==> config.mk <==
export PLATFORM = sky130hd
export DESIGN_NAME = my_multi_clock_gen
export DESIGN_NICKNAME = d
export VERILOG_FILES = /design/src/rtl/my_clock_pkg.sv /design/src/rtl/my_clk_div_ch.sv /design/src/rtl/my_multi_clock_gen.sv
export SDC_FILE = /design/constraint.sdc
export NUM_CORES = 1
export LEC_CHECK = 0
export CAP_MARGIN = 0
export CORE_ASPECT_RATIO = 0.7
export CORE_MARGIN = 2
export CORE_UTILIZATION = 30
export DETAILED_ROUTE_END_ITERATION = 6
export PLACE_DENSITY = 0.46
export SLEW_MARGIN = 40
export SYNTH_ARGS = -nofsm -noshare
export SYNTH_HDL_FRONTEND = slang
export SYNTH_HIERARCHICAL = 1
export SYNTH_SLANG_ARGS = --single-unit
==> constraint.sdc <==
create_clock -name clk -period 4.5 [get_ports clk]
set_clock_uncertainty 0.1 [all_clocks]
set_input_delay 0.9 -clock clk [delete_from_list [all_inputs] [get_ports clk]]
set_output_delay 0.9 -clock clk [all_outputs]
set_load 0.01 [all_outputs]
==> src/rtl/my_clock_pkg.sv <==
// Shared types and parameter defaults for the multi-channel clock generator.
package my_clock_pkg;

    typedef enum logic [2:0] {
        OFF      = 3'd0,
        RESET    = 3'd1,
        RUN      = 3'd2,
        RECFG    = 3'd3,
        STOPPING = 3'd4
    } ch_state_e;

    localparam int NUM_CH_DEF   = 4;
    localparam int DIV_W_DEF    = 8;
    localparam int RST_HOLD_DEF = 4;
    localparam int HOLD_W       = 8;

    // Channel-select width; a single channel still needs a 1-bit select.
    function automatic int ch_idx_w(input int n);
        return (n > 1) ? $clog2(n) : 1;
    endfunction

endpackage

==> src/rtl/my_clk_div_ch.sv <==
// One divided-clock channel: period counter, sequencing FSM and pending divisor.
//
// state    | meaning
// OFF      | stopped, clk_out low, reset asserted
// RESET    | clock running, reset held for RST_HOLD output periods
// RUN      | clock running, reset released, locked
// RECFG    | old divisor runs to its wrap, then new divisor applied
// STOPPING | current period completes, then OFF
module my_clk_div_ch
    import my_clock_pkg::*;
#(
    parameter int DIV_W    = DIV_W_DEF,
    parameter int RST_HOLD = RST_HOLD_DEF
) (
    input  logic             clk,
    input  logic             rst,
    input  logic             req,
    input  logic             req_en,
    input  logic [DIV_W-1:0] req_div,
    output logic             busy,
    output logic             clk_out,
    output logic             rst_out,
    output logic             locked
);

    ch_state_e          state_q, state_d;
    logic [DIV_W-1:0]   cnt_q, cnt_d;
    logic [DIV_W-1:0]   div_q, div_d;
    logic [DIV_W-1:0]   pend_q, pend_d;
    logic [HOLD_W-1:0]  hold_q, hold_d;
    logic               clk_q, clk_d;
    logic               rst_out_q, rst_out_d;
    logic               lock_q, lock_d;
    logic               wrap;

    // div_q is at least 2 whenever wrap is used, so the subtraction cannot underflow.
    assign wrap = (cnt_q == (div_q - DIV_W'(1)));

    always_comb begin
        state_d = state_q;
        div_d   = div_q;
        pend_d  = pend_q;
        hold_d  = hold_q;
        cnt_d   = wrap ? '0 : cnt_q + DIV_W'(1);

        case (state_q)
            OFF: begin
                cnt_d = '0;
                if (req && req_en) begin
                    div_d   = req_div;
                    hold_d  = HOLD_W'(RST_HOLD);
                    state_d = RESET;
                end
            end
            RESET, RUN: begin
                if (req) begin
                    if (req_en) begin
                        pend_d  = req_div;
                        state_d = RECFG;
                    end else begin
                        state_d = STOPPING;
                    end
                end else if (state_q == RESET && wrap) begin
                    if (hold_q == HOLD_W'(1)) begin
                        state_d = RUN;
                    end else begin
                        hold_d = hold_q - HOLD_W'(1);
                    end
                end
            end
            RECFG: begin
                if (wrap) begin
                    div_d   = pend_q;
                    hold_d  = HOLD_W'(RST_HOLD);
                    state_d = RESET;
                end
            end
            STOPPING: begin
                if (wrap) begin
                    state_d = OFF;
                end
            end
            default: begin
                cnt_d   = '0;
                state_d = OFF;
            end
        endcase

        // Output registers follow the next state so clk_out rises with the first count.
        clk_d = (state_d != OFF) && (cnt_d < (div_d >> 1));

        rst_out_d = rst_out_q;
        if (state_d == OFF || state_d == RESET) begin
            rst_out_d = 1'b1;
        end else if (state_d == RUN) begin
            rst_out_d = 1'b0;
        end

        lock_d = (state_d == RUN);
    end

    always_ff @(posedge clk or posedge rst) begin
        if (rst) begin
            state_q   <= OFF;
            cnt_q     <= '0;
            div_q     <= '0;
            pend_q    <= '0;
            hold_q    <= '0;
            clk_q     <= 1'b0;
            rst_out_q <= 1'b1;
            lock_q    <= 1'b0;
        end else begin
            state_q   <= state_d;
            cnt_q     <= cnt_d;
            div_q     <= div_d;
            pend_q    <= pend_d;
            hold_q    <= hold_d;
            clk_q     <= clk_d;
            rst_out_q <= rst_out_d;
            lock_q    <= lock_d;
        end
    end

    assign busy    = (state_q == RECFG) || (state_q == STOPPING);
    assign clk_out = clk_q;
    assign rst_out = rst_out_q;
    assign locked  = lock_q;

endmodule

==> src/rtl/my_multi_clock_gen.sv <==
// Multi-channel clock generator: decodes configuration requests onto
// NUM_CH independent divider channels.
module my_multi_clock_gen
    import my_clock_pkg::*;
#(
    parameter  int NUM_CH   = NUM_CH_DEF,
    parameter  int DIV_W    = DIV_W_DEF,
    parameter  int RST_HOLD = RST_HOLD_DEF,
    localparam int CH_W     = ch_idx_w(NUM_CH)
) (
    input  logic              clk,
    input  logic              rst,
    input  logic              cfg_valid,
    output logic              cfg_ready,
    input  logic [CH_W-1:0]   cfg_ch,
    input  logic              cfg_en,
    input  logic [DIV_W-1:0]  cfg_div,
    output logic              cfg_err,
    output logic [NUM_CH-1:0] clk_out,
    output logic [NUM_CH-1:0] rst_out,
    output logic [NUM_CH-1:0] locked
);

    logic [NUM_CH-1:0] ch_busy;
    logic [NUM_CH-1:0] ch_req;
    logic              busy_sel;
    logic              ch_ok;
    logic              illegal;
    logic              accept;
    logic              cfg_err_q, cfg_err_d;

    // An out-of-range channel is never busy, so the request is taken and flagged.
    always_comb begin
        busy_sel = 1'b0;
        ch_ok    = 1'b0;
        for (int i = 0; i < NUM_CH; i++) begin
            if (cfg_ch == CH_W'(i)) begin
                ch_ok    = 1'b1;
                busy_sel = ch_busy[i];
            end
        end
    end

    assign cfg_ready = ~rst & ~busy_sel;
    assign accept    = cfg_valid & cfg_ready;
    assign illegal   = ~ch_ok | (cfg_en & (cfg_div < DIV_W'(2)));
    assign cfg_err_d = accept & illegal;

    always_ff @(posedge clk or posedge rst) begin
        if (rst) begin
            cfg_err_q <= 1'b0;
        end else begin
            cfg_err_q <= cfg_err_d;
        end
    end

    assign cfg_err = cfg_err_q;

    for (genvar g = 0; g < NUM_CH; g++) begin : g_ch
        assign ch_req[g] = accept & ~illegal & (cfg_ch == CH_W'(g));

        my_clk_div_ch #(
            .DIV_W    (DIV_W),
            .RST_HOLD (RST_HOLD)
        ) u_ch (
            .clk     (clk),
            .rst     (rst),
            .req     (ch_req[g]),
            .req_en  (cfg_en),
            .req_div (cfg_div),
            .busy    (ch_busy[g]),
            .clk_out (clk_out[g]),
            .rst_out (rst_out[g]),
            .locked  (locked[g])
        );
    end

endmodule

==> run metrics <==
run status=complete, no violations; Commonest cells post-synth=dfrtp_1, nor2_1, nand2_1; die height=154 um; Seq pwr share=0.435; Ports=28; syn avg cell area=9.72 um2; Post-CTS Setup Bufs=0; PwrDens=311 mW/mm2; Tmin final=4.10 ns; DR WL/cell=16.8 um; worst hold-check path type=reg2reg; cell type with the highest aggregate area in the netlist=dfrtp_1; Seq. cell area=0.00383 mm2; Final #Nets=1134; total gr overflow=0; Clock Sinks=153; worst ir drop on vdd=229 uV; initial antenna violation count=0; dominant cells by area after synthesis=dfrtp_1, ha_1, mux2_2, nor2_1, xnor2_1; Post-DRT Antenna Nets=0; Gate power share=0.162; post-synthesis register bit count=153; area share of the largest cell type after synthesis=0.385; Startpoint Class=input pin; Total Routed Length=25600 um; core area=0.0321 mm2; Hold Slack=0.372 ns; CTS Root Buffer Type=clkbuf_16; reg-to-reg slack, setup=0.48 ns; vias in the first global route=7323; GPL Wtd Cong=0.825; Synth Warn #=6; DR iter-0 viols=530; clock-pin transition on the worst setup and hold timing paths=0.06 ns; relative slew slack=0.517; area of the multi-input gates=0.00544 mm2; Die ar.=0.0338 mm2; clock latency on the worst-skew pair=0.45 ns; CP required=4.74 ns; crit path max fanout=5; Distinct cells, synth=73; CP arrival=4.34 ns; WS Path Type=in2reg; Worst Hold Path Cells=2; Primary FF master, synth=dfrtp_1; Pleak=0.00521 uW; Final Setup Violations=0; EDFF count, synth=0; Row Count=55; Clock power frac=0.402; Final Max Tran Viols=0; Area Overhead vs Synth=17.8%; worst r2r dst=g_ch[0].u_ch/clk_out; count leader, synth=dfrtp_1; min-delay src=g_ch[1].u_ch/hold_q[1]; Mapped Nets=1051; Cell Area, Synth=0.00969 mm2; Pint=2500 uW; Filler cells=3289; period utilisation layout=0.910; Port Buffers=27; Clock Tree Buf Depth=2; Sw Ratio=0.297; first-pass GRT wire length=41800 um; Finished Layout Cells=1520; # placed instances=1488; hold violation count in the final report=0; register area share after synthesis=0.396; critical path capture point type=register; drt drc=0; die width=219 um; Initial Util=0.302; hpwl dp=19200 um; worst r2r path cells=15; H-tree Lvls=4; RSZ-0062 raised after global routing=false; first drt pass iteration count=5; CTS tree=built; P_sw=1050 uW; # Max-Cap Violations=0; Worst Tran Pin Value=0.715 ns; antenna diode count=0; R2R Path Start=g_ch[0].u_ch/div_q[2]; TritonCTS Buffers=17; fmax=244 MHz; Post-synth ARST share=1.00; proportion of layout cells with a drive suffix above 1=0.169; routed via count=7733; GRT Overall Usage=0.159; Syn Inst Count=997; WHS Endpoint=g_ch[1].u_ch/hold_q[1]; largest net degree at the start of global routing=39; Vias/cell=5.09
## timing repair
item                       CTS  global route
hold buffers                 0             0
resized for setup            0             2
setup endpoints to repair    0             1
hold endpoints to repair     0             0
## power groups by stage
stage	sequential [uW]	combinational (uW)	clock, uW
6_report	1550	577	1430
3_3_place_gp	1570	575	0
2_1_floorplan	1540	418	0
5_1_grt	1560	649	1550
4_1_cts	1550	581	1480
3_5_place_dp	1570	581	0
## cell usage in the layout (no fill, tap or decap), types with 17 or more instances in the layout
cell type	count
a21o_1	27
a21oi_1	55
a22o_1	20
buf_4	78
clkbuf_16	17
clkdlybuf4s50_1	27
dfrtp_1	148
ha_1	40
inv_1	48
mux2_2	32
mux2i_1	20
nand2_1	56
nand3_1	28
nor2_1	84
nor3_1	30
o21ai_0	41
o21bai_1	19
or3_1	18
xnor2_1	35
xor2_1	25
## area by class of cell
| type | count | share of cell area |
|---|---|---|
| repair buffers | 105 | 0.0750 |
| clock buffers | 21 | 0.0403 |
| clock inverters | 11 | 0.00997 |
| well taps | 427 | 0.0468 |
| multi-input cells | 755 | 0.476 |
| inverters | 48 | 0.0158 |
| flip-flops and latches | 153 | 0.336 |
## metrics by stage
step                TNS [ns]  utilization  setup slack (ns)  area [um2]  total power (uW)
detailed placement    -0.133        0.338           -0.0842       10800              2150
CTS                        0        0.356             0.390       11400              3610
finish                     0        0.356             0.404       11400              3550
floorplan                  0            -             0.228        9690              1960
global route               0        0.356            0.0493       11400              3760
global placement           0        0.338            0.0112       10800              2150
## worst max-delay path by stage
stage	to	slack, ns	from	cells past startpoint
floorplan	g_ch[1].u_ch/clk_out	0.23	cfg_ch[0]	18
global placement	g_ch[0].u_ch/clk_out	0.01	cfg_ch[0]	19
detailed placement	g_ch[0].u_ch/clk_out	-0.08	cfg_ch[0]	19
CTS	g_ch[0].u_ch/clk_out	0.39	cfg_ch[0]	19
global route	g_ch[0].u_ch/clk_out	0.05	g_ch[0].u_ch/state_q[0]	21
finish	g_ch[1].u_ch/clk_out	0.40	cfg_ch[0]	19
## critical path, cell delays in order
cell             delay, ns
clkdlybuf4s50_1       0.45
buf_4                 0.17
mux2i_2               0.26
a22oi_2               0.14
nor4b_2               0.38
nand2_1               0.11
nor3_1                0.14
buf_4                 0.15
a31oi_4               0.03
or2_1                 0.28
a21oi_1               0.18
ha_1                  0.26
a21oi_1               0.14
nor2b_1               0.05
o21ai_0               0.17
nand2b_1              0.08
a21oi_1               0.13
o21ai_0               0.09
a221oi_1              0.21
## cells by family after synthesis
family                   after synthesis  synth area share
buffers and inverters                 89            0.0445
AO/OA/AOI/OAI                        267             0.196
XOR/XNOR                              60            0.0542
multiplexers                          54            0.0616
flip-flops                           153             0.396
adder cells (fa/ha/maj)               40            0.0516
AND/OR/NAND/NOR                      334             0.197
## flip-flops by register name (all words and copies together) (netlist names)
signal / cells
g_ch.u_ch/hold_q: 32
g_ch.u_ch/state_q: 12
g_ch.u_ch/cnt_q: 32
g_ch.u_ch/clk_out: 4
g_ch.u_ch/locked: 4
g_ch.u_ch/rst_out: 4
cfg_err: 1
g_ch.u_ch/div_q: 32
g_ch.u_ch/pend_q: 32
## metal layers
layer,vias up,share of wire,GRT usage
met2,130,0.39,0.211
met1,3763,0.56,0.254
li1,3823,-,-
met3,17,0.035,0.0295
met4,0,0.012,0.0450
met5,-,0,0
(Power assumes the default switching activity.)
